File: src/rtl/cdc_pulse_rx_multi.sv
// Multi-channel toggle-event receiver: synchronises per-channel toggle lines into d_clk,
// queues events in saturating counters and drains them through a round-robin valid/ready port.
module cdc_pulse_rx_multi #(
  parameter int CH    = 4,
  parameter int SYNC  = 2,
  parameter int CNT_W = 3,
  parameter int IDX_W = (CH > 1) ? $clog2(CH) : 1
) (
  input  logic             d_clk,
  input  logic             d_rstn,
  input  logic [CH-1:0]    a_tgl,
  output logic             o_vld,
  input  logic             o_rdy,
  output logic [IDX_W-1:0] o_ch,
  output logic [CH-1:0]    pend,
  output logic [CH-1:0]    ovf,
  input  logic [CH-1:0]    ovf_clr,
  output logic             busy
);

  localparam int WARM   = SYNC + 1;
  localparam int WARM_W = $clog2(WARM + 1);
  localparam logic [CNT_W-1:0] CNT_MAX = '1;

  logic [CH-1:0]    sync_q [SYNC];
  logic [CH-1:0]    prev_q;
  logic [CH-1:0]    evt_raw;
  logic [CH-1:0]    evt_q;
  logic [WARM_W-1:0] warm_q;
  logic             warm_done;

  logic [CNT_W-1:0] cnt_q [CH];
  logic [IDX_W-1:0] ptr_q;
  logic [IDX_W-1:0] sel;
  logic [IDX_W-1:0] ptr_nxt;
  logic             any_pend;
  logic             load;
  logic             grant;
  logic [CH-1:0]    dec;
  logic [CH-1:0]    ovf_set;

  // Edges are ignored until prev_q has absorbed the post-reset level of the sync chain.
  assign warm_done = (warm_q == WARM_W'(WARM));
  assign evt_raw   = (sync_q[SYNC-1] ^ prev_q) & {CH{warm_done}};

  always_ff @(posedge d_clk) begin
    if (!d_rstn) begin
      for (int unsigned k = 0; k < SYNC; k++) sync_q[k] <= '0;
      prev_q <= '0;
      evt_q  <= '0;
      warm_q <= '0;
    end else begin
      sync_q[0] <= a_tgl;
      for (int unsigned k = 1; k < SYNC; k++) sync_q[k] <= sync_q[k-1];
      prev_q <= sync_q[SYNC-1];
      evt_q  <= evt_raw;
      if (!warm_done) warm_q <= warm_q + 1'b1;
    end
  end

  always_comb begin
    pend = '0;
    for (int unsigned i = 0; i < CH; i++) pend[i] = (cnt_q[i] != '0);
  end

  assign any_pend = |pend;
  assign load     = !o_vld || o_rdy;
  assign grant    = load && any_pend;
  assign busy     = any_pend || o_vld;

  // Round-robin: first pending channel at or above ptr_q, wrapping to zero.
  always_comb begin
    int unsigned idx;
    logic        found;
    idx   = 0;
    found = 1'b0;
    sel   = '0;
    for (int unsigned k = 0; k < CH; k++) begin
      idx = int'(ptr_q) + k;
      if (idx >= CH) idx = idx - CH;
      if (!found && pend[IDX_W'(idx)]) begin
        found = 1'b1;
        sel   = IDX_W'(idx);
      end
    end
  end

  assign ptr_nxt = (sel == IDX_W'(CH - 1)) ? '0 : sel + 1'b1;

  always_comb begin
    dec     = '0;
    ovf_set = '0;
    for (int unsigned i = 0; i < CH; i++) begin
      dec[i]     = grant && (sel == IDX_W'(i));
      ovf_set[i] = evt_q[i] && !dec[i] && (cnt_q[i] == CNT_MAX);
    end
  end

  always_ff @(posedge d_clk) begin
    if (!d_rstn) begin
      o_vld <= 1'b0;
      o_ch  <= '0;
      ptr_q <= '0;
      ovf   <= '0;
      for (int unsigned i = 0; i < CH; i++) cnt_q[i] <= '0;
    end else begin
      if (load) begin
        o_vld <= any_pend;
        if (any_pend) begin
          o_ch  <= sel;
          ptr_q <= ptr_nxt;
        end
      end
      // A simultaneous arrival and grant cancel out, so a full counter never overflows then.
      for (int unsigned i = 0; i < CH; i++) begin
        if (evt_q[i] && !dec[i]) begin
          if (cnt_q[i] != CNT_MAX) cnt_q[i] <= cnt_q[i] + 1'b1;
        end else if (dec[i] && !evt_q[i]) begin
          cnt_q[i] <= cnt_q[i] - 1'b1;
        end
        ovf[i] <= ovf_set[i] | (ovf[i] & ~ovf_clr[i]);
      end
    end
  end

endmodule
File: config.mk
export PLATFORM = sky130hd
export DESIGN_NAME = cdc_pulse_rx_multi
export DESIGN_NICKNAME = d
export VERILOG_FILES = /design/src/rtl/cdc_pulse_rx_multi.sv
export SDC_FILE = /design/constraint.sdc
export NUM_CORES = 1
export LEC_CHECK = 0
export CAP_MARGIN = 0
export CORE_AREA = 2 2 52 78
export DETAILED_ROUTE_END_ITERATION = 16
export DIE_AREA = 0 0 54 80
export PLACE_DENSITY = 0.76
export SYNTH_ARGS = -nofsm -noshare
export SYNTH_HDL_FRONTEND = slang
export SYNTH_SLANG_ARGS = --single-unit
File: constraint.sdc
create_clock -name d_clk -period 3.1 [get_ports d_clk]
set_input_delay 0.62 -clock d_clk [delete_from_list [all_inputs] [get_ports d_clk]]
set_output_delay 0.62 -clock d_clk [all_outputs]
set_load 0.01 [all_outputs]
==> metrics.yaml <==
yosys:
  synthArstFlopShare_pct: 0
  yosys-top-cells-area: "dfxtp_1, edfxtp_1, ha_1"
  syn-num-nets: 222
  ys_warn_count: 0
  ys.flop_type: "dfxtp_1"
  synth_common_cells: "dfxtp_1, nand2_1, inv_1, nor2_1"
  yosysUniqueCellTypes: 39
  netlist_area_mm2: 0.00194
  seq_area_frac_synth_pct: 46.5
  ys_ff_latch: 39
  synth_top_area_share_pct: 27.9
  synth_largest_area_cell: "dfxtp_1"
  synth-edff-count: 12
  postSynthAreaPerCell_um2: 9.74
  synth_cells: 199
critical_path:
  cp.required_ns: 3.14
  cp.arrival_ns: 2.98
  ff2ff_path_depth: 14
  crit_top_cell: "inv_2"
  cpMaxStageDelayCell: "edfxtp_1"
  cp_max_fo: 5
  slowest_delay_ns: 0.44
  setup.worst_path.class: "reg -> reg"
  endpoint_kind: "flop"
  crit_path_start_kind: "flop"
  worstPathCellList: "inv_2, ha_1, nor2b_4, inv_2, o21ai_1, a21o_1, ha_4, nand2_1, or3_4, fa_2, xnor2_2, nor3_1, a21oi_1, nor2_1"
global_route:
  antenna_found_initial: 0
  grtUsageTotal_pct: 19.2
  grt_max_degree: 32
  grt_pass1_vias: 1457
  grt_pass1_wl_um: 5970
  grt_overflow_total: 0
floorplanning:
  start_util_pct: 53.1
  die_h_um: 80
  ioPinCount: 23
  core_area_mm2: 0.00365
  rows: 27
  die_area_mm2: 0.00432
  die_w_um: 54
placement:
  place_inst: 262
  routabilityCongestion: 0.823
  port_buffers: 22
  dpl_worst_slack_ns: -0.0427
  postPlaceCellArea_mm2: 0.00222
  dp_hpwl_um: 2540
drt:
  drc: 0
  firstDrtPassIters: 4
  drt_iter0_drc: 26
  detail-route-antenna-nets: 0
  routedWlPerCell_um: 13.5
  routed_wl_um: 3740
  vias: 1492
  routed_via_density: 5.39
clock_tree:
  cts_hold_buf: 0
  cts_tree: "built"
  clk_latency_ns: 0.29
  ctsRootBufferMaster: "clkbuf_8"
  clockBufferDepth: 2
  h-tree-depth: 2
  cts_made_buffers: 5
  clkTransAtPathRegs_ns: 0.07
  cts_sinks: 39
run:
  max_cap_violations: 0
timing:
  max_slew_margin_pct: 75.1
  worst_pin_slew_ns: 0.374
  setup_ws_ns: 0.160
  clock_skew_ns: 0.0125
  hold_ws_ns: 0.436
  min_period_ns: 2.94
  slew_violations: 0
  max_freq_ghz: 0.340
  hold_violations: 0
  period_share_pct: 94.8
  final-setup-viol-count: 0
  setup_tns_ns: 0
final_layout:
  fillers: 309
  layout.nets: 256
  drive_above_1_share_pct: 19.2
  final_area_mm2: 0.00243
  fin_util_pct: 66.7
  final_cells: 277
  diodes: 0
  area_delta_synth_final_pct: 25.6
power:
  power_density_mw_per_mm2: 910
  ir_drop_v: 0.000574
  power_mw: 2.22
  leakagePower_nw: 0.951
hold_path:
  hold_class: "reg -> reg"
  min_path_cells: 1
run_status:
  status: "finished, final reports clean"
[path summary, 6_finish.rpt]
kind	slack, ns	from	to
hold reg to reg	0.44	sync_q[0][2]$_SDFF_PN0_	sync_q[0][6]$_SDFF_PN0_
hold / removal	0.44	sync_q[0][2]$_SDFF_PN0_	sync_q[0][6]$_SDFF_PN0_
setup / recovery	0.16	cnt_q[0][9]$_DFFE_PP_	cnt_q[0][2]$_SDFFCE_PN0P_
setup reg to reg	0.16	cnt_q[0][9]$_DFFE_PP_	cnt_q[0][2]$_SDFFCE_PN0P_
[layer usage]
layer | vias to the layer above | track usage (%) | share of wire (%)
met1 | 706 | 21.2 | 41
met2 | 27 | 31.8 | 53
li1 | 750 | - | -
met5 | - | 0 | 0
met3 | 9 | 4.49 | 3.0
met4 | 0 | 11.8 | 2.5
[placed cells by master (no fill, tap or decap), drive strengths merged, types with 10 or more instances in the layout]
master         netlist  routed
and2                12      12
dfxtp               27      27
nor2                15      15
inv                 18      19
clkdlybuf4s50        0      22
buf                  3      12
edfxtp              12      12
nor3                10      10
nand2               27      27
[area by class of cell]
| type | count | area [um2] | share of cell area [%] |
|---|---|---|---|
| multi-input combinational | 135 | 1020 | 41.9 |
| sequential | 39 | 901 | 37.0 |
| timing repair buffer | 34 | 310 | 12.8 |
| clock buffer | 7 | 76.3 | 3.14 |
| inverter | 18 | 67.6 | 2.78 |
| tap | 43 | 53.8 | 2.21 |
| clock inverter | 1 | 6.26 | 0.257 |
[report_power, final]
group / leakage (nW) / switching (mW) / internal [mW] / total (mW)
logic: 0.560 / 0.561 / 0.553 / 1.11
registers: 0.348 / 0.111 / 0.657 / 0.768
clock network: 0.0428 / 0.173 / 0.160 / 0.333
total: 0.951 / 0.846 / 1.37 / 2.22
[kinds of logic (layout without fill, tap and decap cells)]
group	after synthesis	count (layout)	synth area share [%]
AO/OA/AOI/OAI	32	32	13.4
XOR/XNOR	9	9	4.07
adder cells (fa/ha/maj)	12	12	8.91
buffers and inverters	25	60	4.97
flip-flops	39	39	46.5
multiplexers	1	1	0.516
AND/OR/NAND/NOR	81	81	21.7
[state kept, by name, indices dropped and copies added (netlist names)]
name,flops
prev_q,4
sync_q,8
o_vld,1
evt_q,4
ptr_q,2
cnt_q,12
o_ch,2
warm_q,2
ovf,4
[critical path: cells and delay by family (launching register included)]
family	cells	cell delay [ns]
AO/OA/AOI/OAI	3	0.53
XOR/XNOR	1	0.18
adder cells (fa/ha/maj)	3	0.70
buffers and inverters	2	0.17
flip-flops	1	0.44
AND/OR/NAND/NOR	5	0.68
[repair_timing]
| action | 4_1_cts | 5_1_grt |
|---|---|---|
| resized for setup | 1 | 18 |
| gates cloned | 0 | 0 |
| setup endpoints to repair | 1 | 3 |
| pin swaps | 0 | 8 |
| buffers inserted | 0 | 7 |
Note: power is estimated with default switching activity, not from simulation.
